### config.mk
export PLATFORM = sky130hd
export DESIGN_NAME = branch_target_buffer
export DESIGN_NICKNAME = d
export VERILOG_FILES = /design/src/rtl/branch_target_buffer.sv
export SDC_FILE = /design/constraint.sdc
export NUM_CORES = 1
export LEC_CHECK = 0
export CAP_MARGIN = 40
export CORE_ASPECT_RATIO = 0.6
export CORE_MARGIN = 2
export CORE_UTILIZATION = 60
export DETAILED_ROUTE_END_ITERATION = 8
export GPL_ROUTABILITY_DRIVEN = 1
export PLACE_DENSITY_LB_ADDON = 0.15
export SETUP_SLACK_MARGIN = 0.1
export SLEW_MARGIN = 30
export SYNTH_ARGS = -nofsm -noshare
export SYNTH_HDL_FRONTEND = slang
export SYNTH_SLANG_ARGS = --single-unit
### constraint.sdc
create_clock -name clk -period 9.35 [get_ports clk]
set_input_delay 1.87 -clock clk [delete_from_list [all_inputs] [get_ports clk]]
set_output_delay 1.87 -clock clk [all_outputs]
set_load 0.005 [all_outputs]
### src/rtl/branch_target_buffer.sv
// Direct-mapped branch target buffer: combinational IF-stage lookup, ID-stage training
// with 2-bit saturating direction counters, and saturating hit/mispredict statistics.
module branch_target_buffer #(
    parameter int ADDR_W  = 16,
    parameter int ENTRIES = 16,
    parameter int COUNT_W = 16
) (
    input  logic               clk,
    input  logic               rst,
    input  logic [ADDR_W-1:0]  lk_pc,
    input  logic               lk_valid,
    output logic               lk_hit,
    output logic               lk_taken,
    output logic [ADDR_W-1:0]  lk_target,
    input  logic               upd_valid,
    input  logic [ADDR_W-1:0]  upd_pc,
    input  logic               upd_taken,
    input  logic [ADDR_W-1:0]  upd_target,
    input  logic               upd_mispredict,
    input  logic               flush_all,
    output logic [COUNT_W-1:0] hit_count,
    output logic [COUNT_W-1:0] mispredict_count
);
    localparam int IDX_W = $clog2(ENTRIES);
    localparam int TAG_W = ADDR_W - 1 - IDX_W;

    logic [ENTRIES-1:0] valid_q;
    logic [ENTRIES-1:0] valid_d;
    logic [TAG_W-1:0]   tag_q    [ENTRIES];
    logic [ADDR_W-1:0]  target_q [ENTRIES];
    logic [1:0]         ctr_q    [ENTRIES];
    logic [COUNT_W-1:0] hit_cnt_q, hit_cnt_d;
    logic [COUNT_W-1:0] misp_cnt_q, misp_cnt_d;

    logic [IDX_W-1:0] lk_idx, u_idx;
    logic [TAG_W-1:0] lk_tag, u_tag;
    logic             u_match, u_write;
    logic [1:0]       ctr_d;
    logic             unused_pc_lsb;

    assign lk_idx = lk_pc[IDX_W:1];
    assign lk_tag = lk_pc[ADDR_W-1:IDX_W+1];
    assign u_idx  = upd_pc[IDX_W:1];
    assign u_tag  = upd_pc[ADDR_W-1:IDX_W+1];
    assign unused_pc_lsb = lk_pc[0] ^ upd_pc[0];

    // Outputs are forced quiet while rst is held, before the array has been cleared.
    assign lk_hit    = !rst && valid_q[lk_idx] && (tag_q[lk_idx] == lk_tag);
    assign lk_taken  = lk_hit && ctr_q[lk_idx][1];
    assign lk_target = lk_hit ? target_q[lk_idx] : '0;

    assign u_match = valid_q[u_idx] && (tag_q[u_idx] == u_tag);
    // Hits always train; misses allocate only when taken.
    assign u_write = upd_valid && !flush_all && (u_match || upd_taken);

    always_comb begin
        ctr_d = 2'b10;
        if (u_match) begin
            ctr_d = ctr_q[u_idx];
            if (upd_taken && ctr_q[u_idx] != 2'b11) begin
                ctr_d = ctr_q[u_idx] + 2'b01;
            end else if (!upd_taken && ctr_q[u_idx] != 2'b00) begin
                ctr_d = ctr_q[u_idx] - 2'b01;
            end
        end
    end

    generate
        for (genvar gi = 0; gi < ENTRIES; gi++) begin : g_valid
            assign valid_d[gi] = !flush_all &&
                                 (valid_q[gi] || (u_write && (u_idx == IDX_W'(gi))));
        end
    endgenerate

    always_ff @(posedge clk) begin
        if (rst) begin
            valid_q <= '0;
        end else begin
            valid_q <= valid_d;
        end
    end

    always_ff @(posedge clk) begin
        if (!rst && u_write) begin
            tag_q[u_idx] <= u_tag;
            ctr_q[u_idx] <= ctr_d;
            if (upd_taken) begin
                target_q[u_idx] <= upd_target;
            end
        end
    end

    always_comb begin
        hit_cnt_d  = hit_cnt_q;
        misp_cnt_d = misp_cnt_q;
        if (lk_valid && lk_hit && hit_cnt_q != '1) begin
            hit_cnt_d = hit_cnt_q + COUNT_W'(1);
        end
        if (upd_valid && upd_mispredict && misp_cnt_q != '1) begin
            misp_cnt_d = misp_cnt_q + COUNT_W'(1);
        end
    end

    always_ff @(posedge clk) begin
        if (rst) begin
            hit_cnt_q  <= '0;
            misp_cnt_q <= '0;
        end else begin
            hit_cnt_q  <= hit_cnt_d;
            misp_cnt_q <= misp_cnt_d;
        end
    end

    assign hit_count        = rst ? '0 : hit_cnt_q;
    assign mispredict_count = rst ? '0 : misp_cnt_q;
endmodule

==> results.toml <==
[status]
status = "finished, final reports clean"

[setup_path]
worst_setup_path_end_kind = "output pin"
critPathMaxFanout = 49
path_cells = "buf_6, mux4_2, mux2i_1, xnor2_1, nor4_2, mux2i_1, or3_4, inv_1, and2_1, clkdlybuf4s50_1"
crit_slowest_cell = "mux4_2"
slowest_delay_ps = 610
crit_family = "buffers and inverters"
cpMostUsedCell = "mux2i_1"
start_kind = "input port"
cp_num_buf_inv = 3
worst-setup-path-type = "input port to output pin"
cp.arrival_ps = 6140
required_ps = 7480

[sta]
timing.final.crit_share = 0.856
slew_violations = 0
hold_ws_ps = 473
finalHoldViolations = 0
rsz0062_at_grt = "false"
clock_skew_ps = 19.5
slew_headroom = 0.400
finalSetupViolCount = 0
fin_tns_setup_ps = 0
period_needed_ps = 8010
fmax_mhz = 125
worst_pin_slew_ps = 897
setup_ws_ps = 1340

[logic_synthesis]
synth_top_cell_by_area = "edfxtp_1"
synthArstFlopShare = 0
yosys-top-cells-count = "edfxtp_1, mux4_2, mux2i_1, nor2_1, dfxtp_1"
yosysUniqueCellTypes = 55
syn-num-nets = 1318
synthesis.instances = 1259
synth_area_mm2 = 0.0227
avgSynthCellArea_um2 = 18.0
seq_area_frac_synth = 0.657
synthFlopType = "edfxtp_1"
ys_ff_latch = 512
yosysMostFrequentCell = "edfxtp_1"
synth_top_area_share = 0.614
synth-edff-count = 464
synth_area_leaders = "edfxtp_1, mux4_2, dfxtp_1"
synth_warnings = 0

[floorplan]
row_count = 55
ioPinCount = 105
dieArea_mm2 = 0.0394
start_util = 0.606
die-height_um = 155
fp.dieW_um = 255
core_area_mm2 = 0.0374

[cts]
ctsHoldBuffers = 0
cts.clk_slew.worst_paths_ps = 60
ctsLongestPathBuffers = 3
insertion_delay_ps = 580
htree_levels = 2
ctsResizeCount = 0
numCtsBuffers = 47
cts_tree = "built"
root_buffer = "clkbuf_16"
cts_num_sinks = 512
post_cts_buffers = 0

[placement]
port_buffers = 102
postPlaceCellArea_mm2 = 0.0244
dp_slack_ps = 1290
routabilityCongestion = 0.904
dp_hpwl_um = 33300

[final_layout]
drive_gt1_frac = 0.256
antenna-diode-count = 0
syn2layout_area_growth_pct = 14.9
final_area_mm2 = 0.0261
nets = 1440

[global_route]
grt_pass1_vias = 12500
grt_max_degree = 70
grt_antenna_before_repair = 1
grt_pass1_wl_um = 79700
grt_use_total = 0.279
overflow = 0

[route]
routed_wl_um = 53100
viasPerCell = 6.48
vias = 12500
avgRoutedWirePerCell_um = 27.5
drt_iter0_drc = 1386
drc_errors = 0
ant_nets = 0
dr.pass1.iters = 5

[power]
p_leak_uw = 0.00846
ir_drop_mv = 0.152
p_total_uw = 4770
power_per_cell_area_mw_per_mm2 = 183

[min_path]
hp-class = "register to register"

[flow_run]
drv_cap = 0
-- path summary, 6_finish.rpt --
kind / start / end / slack (ps) / depth (start not counted)
max: lk_pc[1] / lk_taken / 1340 / 10
min: valid_q[10] / valid_q[10] / 470 / 2
max reg2reg: tag_q[11][8] / ctr_q[8][1] / 5070 / 10
min reg2reg: valid_q[10] / valid_q[10] / 470 / 2
-- registers in the layout (all words and copies together) (netlist names) --
signal,count
valid_q,16
target_q,256
misp_cnt_q,16
tag_q,176
ctr_q,32
hit_cnt_q,16
-- worst min-delay path, cell delays in order, from the launching register on --
cell,delay (ps)
dfxtp_1,320
nand2_1,50
o31ai_1,50
-- cells in the final DEF, fill, tap and decap left out, drive strengths merged, types with 4 or more instances in the layout --
cell type,Yosys,final
a221oi,4,4
mux2i,68,68
edfxtp,464,464
inv,9,11
mux4,176,176
nand2,42,42
nand2b,10,10
or3,11,11
a21oi,10,10
dfxtp,48,48
mux2,27,27
clkbuf,29,55
ha,4,4
nand4,7,7
o22ai,11,11
clkinv,0,21
buf,50,58
xor2,19,19
nor2,52,52
and3,11,11
clkdlybuf4s50,0,94
bufinv,0,5
xnor2,29,29
nor3,30,30
nor2b,36,36
a22o,4,4
o21ai,17,17
and2,21,21
a211oi,4,4
nand3,17,17
o31ai,17,17
-- routing by layer --
metal / vias to the layer above / GRT usage / routed length, um
li1: 5379 / - / -
met1: 6497 / 0.450 / 23900
met2: 580 / 0.399 / 23700
met3: 57 / 0.0631 / 4930
met4: 2 / 0.0490 / 493
met5: - / 0 / 16
-- cell type report --
class / count / area [um2]
fill: 2387 / 11400
inverter: 9 / 33.8
clock inverter: 31 / 284
tap: 513 / 642
multi-input combinational: 659 / 7460
clock buffer: 55 / 1300
sequential: 512 / 14900
timing repair buffer: 152 / 1440
-- power by group --
part	total, uW	leakage [uW]	switching (uW)	internal (uW)
clock network	1960	0.000775	831	1130
registers	2500	0.00462	3.42	2500
logic	303	0.00306	168	135
-- metrics by stage --
stage | util | std cells
after global routing | 0.696 | 1931
after floorplan | - | 1259
final | 0.696 | 1931
after global placement | 0.651 | 1840
after CTS | 0.695 | 1929
after detailed placement | 0.653 | 1843
-- logic make-up (layout without fill, tap and decap cells) --
logic type / count (synthesis) / count (layout) / synth area share
compound gates: 80 / 80 / 0.0239
fa+ha+maj: 4 / 4 / 0.00221
xor+xnor: 48 / 48 / 0.0185
flops: 512 / 512 / 0.657
mux: 271 / 271 / 0.219
buf+inv: 88 / 247 / 0.0198
simple gates: 256 / 256 / 0.0595
No activity file was read; power rests on OpenSTA's default activity.
